--- src/rtl/dff_bank_arbiter_if.sv ---
`default_nettype none
// ============================================================================
// Module      : dff_bank_arbiter_if
// Description : Request/data/grant bundle between producers and the shared
//               register-bank arbiter.
// Revision    : 1.0 - initial release
// ============================================================================
interface dff_bank_arbiter_if #(
    parameter int N     = 4,
    parameter int WIDTH = 8
);
    localparam int IDX_W = (N > 1) ? $clog2(N) : 1;

    logic                 en;
    logic [N-1:0]         req;
    logic [N*WIDTH-1:0]   wr_data;
    logic [WIDTH-1:0]     q;
    logic [N-1:0]         grant;
    logic [IDX_W-1:0]     grant_idx;
    logic                 busy;
    logic                 loaded;

    modport master (
        output en, req, wr_data,
        input  q, grant, grant_idx, busy, loaded
    );

    modport slave (
        input  en, req, wr_data,
        output q, grant, grant_idx, busy, loaded
    );
endinterface
`default_nettype wire

--- src/rtl/dff_bank_arbiter.sv ---
`default_nettype none
// ============================================================================
// Module      : dff_bank_arbiter
// Description : Round-robin arbiter that loads one requester's data into a
//               shared register bank, then holds it for HOLD_CYCLES cycles.
// Revision    : 1.0 - initial release
// ============================================================================
module dff_bank_arbiter #(
    parameter int              N           = 4,
    parameter int              WIDTH       = 8,
    parameter int              HOLD_CYCLES = 2,
    parameter logic [WIDTH-1:0] RESET_VALUE = '0
) (
    input  wire logic           clk,
    input  wire logic           rst,
    dff_bank_arbiter_if.slave   arb
);
    localparam int IDX_W = (N > 1) ? $clog2(N) : 1;
    localparam int CNT_W = (HOLD_CYCLES > 0) ? $clog2(HOLD_CYCLES + 1) : 1;
    localparam int CNT_LOAD = (HOLD_CYCLES > 0) ? HOLD_CYCLES - 1 : 0;

    typedef enum logic [1:0] {
        S_IDLE  = 2'd0,
        S_GRANT = 2'd1,
        S_HOLD  = 2'd2
    } state_t;

    state_t             state_q;
    logic [WIDTH-1:0]   q_q;
    logic [N-1:0]       grant_q;
    logic [IDX_W-1:0]   grant_idx_q;
    logic [IDX_W-1:0]   last_q;
    logic [CNT_W-1:0]   cnt_q;
    logic               busy_q;
    logic               loaded_q;

    logic               win_found_d;
    logic [IDX_W-1:0]   win_idx_d;
    logic [IDX_W-1:0]   cand_d;
    logic [N-1:0]       win_onehot_d;
    logic [WIDTH-1:0]   slice_d;

    // Rotating search starting one past the most recently served requester.
    always_comb begin
        win_found_d = 1'b0;
        win_idx_d   = '0;
        cand_d      = '0;
        for (int k = 1; k <= N; k++) begin
            cand_d = IDX_W'((int'(last_q) + k) % N);
            if (!win_found_d && arb.req[cand_d]) begin
                win_found_d = 1'b1;
                win_idx_d   = cand_d;
            end
        end
    end

    assign win_onehot_d = {{(N-1){1'b0}}, 1'b1} << win_idx_d;

    always_comb begin
        slice_d = arb.wr_data[WIDTH-1:0];
        for (int i = 0; i < N; i++) begin
            if (grant_idx_q == IDX_W'(i)) begin
                slice_d = arb.wr_data[i*WIDTH +: WIDTH];
            end
        end
    end

    always_ff @(posedge clk) begin
        if (rst) begin
            state_q     <= S_IDLE;
            q_q         <= RESET_VALUE;
            grant_q     <= '0;
            grant_idx_q <= IDX_W'(N - 1);
            last_q      <= IDX_W'(N - 1);
            cnt_q       <= '0;
            busy_q      <= 1'b0;
            loaded_q    <= 1'b0;
        end else begin
            case (state_q)
                S_IDLE: begin
                    if (arb.en && win_found_d) begin
                        grant_q     <= win_onehot_d;
                        grant_idx_q <= win_idx_d;
                        busy_q      <= 1'b1;
                        state_q     <= S_GRANT;
                    end else begin
                        grant_q     <= '0;
                    end
                end
                // The grant is committed: load regardless of req/en now.
                S_GRANT: begin
                    q_q      <= slice_d;
                    loaded_q <= 1'b1;
                    last_q   <= grant_idx_q;
                    grant_q  <= '0;
                    if (HOLD_CYCLES == 0) begin
                        state_q <= S_IDLE;
                        busy_q  <= 1'b0;
                    end else begin
                        state_q <= S_HOLD;
                        cnt_q   <= CNT_W'(CNT_LOAD);
                    end
                end
                S_HOLD: begin
                    if (cnt_q == '0) begin
                        state_q <= S_IDLE;
                        busy_q  <= 1'b0;
                    end else begin
                        cnt_q   <= cnt_q - 1'b1;
                    end
                end
                default: begin
                    state_q <= S_IDLE;
                    grant_q <= '0;
                    busy_q  <= 1'b0;
                end
            endcase
        end
    end

    assign arb.q         = q_q;
    assign arb.grant     = grant_q;
    assign arb.grant_idx = grant_idx_q;
    assign arb.busy      = busy_q;
    assign arb.loaded    = loaded_q;

endmodule
`default_nettype wire

--- src/flat_wrapper.sv ---
// flat-port wrapper written by rule: the top's interface ports become plain ports
module dff_bank_arbiter_flat 
#(
    parameter int              N           = 4,
    parameter int              WIDTH       = 8,
    parameter int              HOLD_CYCLES = 2,
    parameter logic [WIDTH-1:0] RESET_VALUE = '0
)
  (clk, rst, arb_en, arb_req, arb_wr_data, arb_q, arb_grant, arb_grant_idx, arb_busy, arb_loaded);
  dff_bank_arbiter_if #(.N(N), .WIDTH(WIDTH)) arb_i ();
  input  wire logic clk;
  input  wire logic rst;
  input wire logic [$bits(arb_i.en)-1:0] arb_en;
  input wire logic [$bits(arb_i.req)-1:0] arb_req;
  input wire logic [$bits(arb_i.wr_data)-1:0] arb_wr_data;
  output wire logic [$bits(arb_i.q)-1:0] arb_q;
  output wire logic [$bits(arb_i.grant)-1:0] arb_grant;
  output wire logic [$bits(arb_i.grant_idx)-1:0] arb_grant_idx;
  output wire logic [$bits(arb_i.busy)-1:0] arb_busy;
  output wire logic [$bits(arb_i.loaded)-1:0] arb_loaded;
  assign arb_i.en = arb_en;
  assign arb_i.req = arb_req;
  assign arb_i.wr_data = arb_wr_data;
  assign arb_q = arb_i.q;
  assign arb_grant = arb_i.grant;
  assign arb_grant_idx = arb_i.grant_idx;
  assign arb_busy = arb_i.busy;
  assign arb_loaded = arb_i.loaded;
  dff_bank_arbiter #(.N(N), .WIDTH(WIDTH), .HOLD_CYCLES(HOLD_CYCLES), .RESET_VALUE(RESET_VALUE)) u_core (.clk(clk), .rst(rst), .arb(arb_i));
endmodule
--- config.mk ---
export PLATFORM = sky130hd
export DESIGN_NAME = dff_bank_arbiter_flat
export DESIGN_NICKNAME = d
export VERILOG_FILES = /design/src/rtl/dff_bank_arbiter_if.sv /design/src/rtl/dff_bank_arbiter.sv /design/src/flat_wrapper.sv
export SDC_FILE = /design/constraint.sdc
export NUM_CORES = 1
export LEC_CHECK = 0
export ABC_AREA = 0
export BUFFER_PORTS_ARGS = -buffer_cell sky130_fd_sc_hd__buf_2
export CAP_MARGIN = 30
export CORE_MARGIN = 8
export CORE_UTILIZATION = 46
export CTS_BUF_LIST = sky130_fd_sc_hd__clkbuf_8
export CTS_CLUSTER_SIZE = 12
export DETAILED_ROUTE_END_ITERATION = 16
export PLACE_DENSITY = 0.85
export SYNTH_ARGS = -nofsm -noshare
export SYNTH_HDL_FRONTEND = slang
export SYNTH_SLANG_ARGS = --single-unit
--- constraint.sdc ---
create_clock -name clk -period 4.25 [get_ports clk]
set_input_delay 0.85 -clock clk [delete_from_list [all_inputs] [get_ports clk]]
set_output_delay 0.85 -clock clk [all_outputs]
set_load 0.02 [all_outputs]
==> results.json <==
{
  "synthFlopType": "dfxtp_1",
  "final.period_utilization_pct": 49.9,
  "clk_pin_slew_ps": 70,
  "skew_ps": 1.14,
  "end_kind": "output pin",
  "antenna_found_initial": 0,
  "cts_hold_buf": 0,
  "drc": 0,
  "final_cells": 200,
  "hold_viol_final": 0,
  "ys_ff_latch": 22,
  "tightest_slew_ps": 711,
  "start_util_pct": 47.3,
  "crit_family": "flip-flops",
  "cts_tree": "done",
  "async_reset_ff_share_pct": 0,
  "insertion_delay_ps": 250,
  "die-area_um2": 4360,
  "rsz0062_at_grt": "no",
  "status": "finished, final reports clean",
  "coreArea_um2": 2430,
  "p_int_mw": 0.339,
  "switching_share_pct": 28.1,
  "final_cell_area_um2": 1450,
  "final_nets": 212,
  "first_global_vias": 1205,
  "vias": 1089,
  "grt-ovfl-total": 0,
  "powerDensity_nw_per_um2": 325,
  "die_w_um": 66.0,
  "ir_drop_uv": 199,
  "avgSynthCellArea_um2": 9.59,
  "root_buffer": "clkbuf_8",
  "synth_warnings": 0,
  "clkPwrFrac_pct": 26.6,
  "maxCapViolations": 0,
  "clock.fmax_mhz": 472,
  "hold_path.class": "flop to flop",
  "grt_pass1_wl_mm": 5.41,
  "gp_congestion": 0.771,
  "vias_per_cell": 5.45,
  "detailed_place.area_um2": 1410,
  "final.setup.tns_ps": 0,
  "max_stage_delay_ps": 730,
  "boundaryPins": 55,
  "dr.pass1.iters": 4,
  "drt_iter0_drc": 22,
  "critical_path_buf_inv_count": 1,
  "antenna_left": 0,
  "clock-sinks": 22,
  "setup.worst_path.start_class": "flop",
  "power_frac_comb_pct": 23.0,
  "port-buffer-count": 54,
  "syn2layout_area_growth_pct": 26.1,
  "wl_per_cell_um": 15.8,
  "netlist_instances": 120,
  "p_leak_nw": 0.651,
  "layout-drive-gt1-share_pct": 41.8,
  "slew_headroom_pct": 52.5,
  "synth_top_cell_by_area": "dfxtp_1",
  "cp_max_fo": 11,
  "rows": 18,
  "drv_slew": 0,
  "yosys.cell_types.count": 37,
  "synth_area_um2": 1150,
  "n_antenna_cell": 0,
  "net-switching-power_mw": 0.133,
  "cp.required_ps": 3400,
  "post_cts_resized": 0,
  "synth_enable_flop_cells": 0,
  "cts_setup_buffers": 0,
  "setup_violations": 0,
  "dp_hpwl_mm": 2.52,
  "crit_arrival_ps": 1270,
  "numCtsBuffers": 3,
  "h-tree-depth": 1,
  "dpl.cell_count": 197,
  "grt_start_max_net_pins": 24,
  "crit_path_top_delay_cell": "dfxtp_1",
  "fin_ws_ps": 2130,
  "period_minus_slack_ps": 2120,
  "wirelength_mm": 3.17,
  "syn_nets": 160,
  "ys_seq_area_share_pct": 38.3,
  "track_usage_pct": 15.2,
  "cp_cell_sequence": "buf_2",
  "die_h_um": 66.0,
  "critical_path_class": "flop to output pin",
  "netlist_top_cells_area": "dfxtp_1 38%, mux4_2 16%, nand2_1 8.5%",
  "clockBufferDepth": 2,
  "p_seq_share_pct": 50.4,
  "preCtsSetupSlack_ps": 2130,
  "synth_top_area_share_pct": 38.3
}
==> cell usage after synthesis, types with 2 or more instances <==
cell      number
clkbuf_8       2
buf_2          2
nand3b_1       3
clkbuf_1       3
nand2_1       26
dfxtp_1       22
a21oi_1       10
mux4_2         8
inv_1          4
nor2_1         8
nor2b_1        3
nand2b_1       4
==> placed cells by master (no fill, tap or decap), types with 3 or more instances in the layout <==
master / synthesis / layout
nand3b_1: 3 / 3
clkbuf_8: 2 / 3
dfxtp_1: 22 / 22
mux4_2: 8 / 8
buf_2: 2 / 54
inv_1: 4 / 4
nor2b_1: 3 / 3
nand2_1: 26 / 26
a21oi_1: 10 / 10
nand2b_1: 4 / 4
nor2_1: 8 / 8
==> worst paths after layout <==
kind | start | cells after the start | end | slack [ps]
setup / recovery | u_core.arb.grant_idx[0] | 1 | arb_grant_idx[0] | 2130
hold / removal | u_core.arb.q[2] | 2 | u_core.arb.q[2] | 460
setup reg to reg | u_core.arb.grant_idx[0] | 3 | u_core.arb.q[7] | 2660
hold reg to reg | u_core.arb.q[2] | 2 | u_core.arb.q[2] | 460
==> cell type report <==
cell class,count,area (um2)
Inverter,4,15.0
Multi-Input combinational cell,87,647
Fill cell,202,981
Sequential cell,22,440
Tap cell,30,37.5
Timing Repair Buffer,54,270
Clock buffer,3,41.3
==> metal layers <==
layer	wire, um	up-vias	global-route usage (%)
met3	148	2	3.73
met5	0	-	0
li1	-	530	-
met1	1160	528	15.6
met4	25	0	5.87
met2	1840	29	28.6
==> state kept, by name, indices dropped and copies added (netlist names) <==
name,count
u_core.last_q,2
u_core.cnt_q,2
u_core.state_q,2
u_core.arb.q,8
u_core.arb.grant_idx,2
u_core.arb.loaded,1
u_core.arb.busy,1
u_core.arb.grant,4
==> tightest hold or removal path: cells and delay by family, from the launching register on <==
family | cells | cell delay (ps)
AO/OA/AOI/OAI | 1 | 50
flip-flops | 1 | 310
AND/OR/NAND/NOR | 1 | 50
==> power groups by stage <==
stage	sequential [mW]	combinational, mW	clock (mW)
after floorplan	0.244	0.0695	0
after global placement	0.241	0.104	0
after detailed placement	0.242	0.109	0
after CTS	0.237	0.110	0.127
after global routing	0.241	0.119	0.137
final	0.237	0.108	0.125
==> cells by family (layout without fill, tap and decap cells) <==
group | count (synthesis) | count (layout) | synth area share (%)
fa+ha+maj | 1 | 1 | 1.09
buf+inv | 11 | 61 | 5.54
compound gates | 26 | 26 | 15.4
mux | 10 | 10 | 17.5
flops | 22 | 22 | 38.3
simple gates | 50 | 50 | 22.2
==> stage by stage <==
step	power, mW	util [%]	hold slack [ps]
2_1_floorplan	0.313	-	471
6_report	0.471	59.7	464
3_3_place_gp	0.345	58.0	433
3_5_place_dp	0.350	58.0	446
4_1_cts	0.474	59.7	464
5_1_grt	0.497	59.7	475
Power figures use the tool's default switching activity.
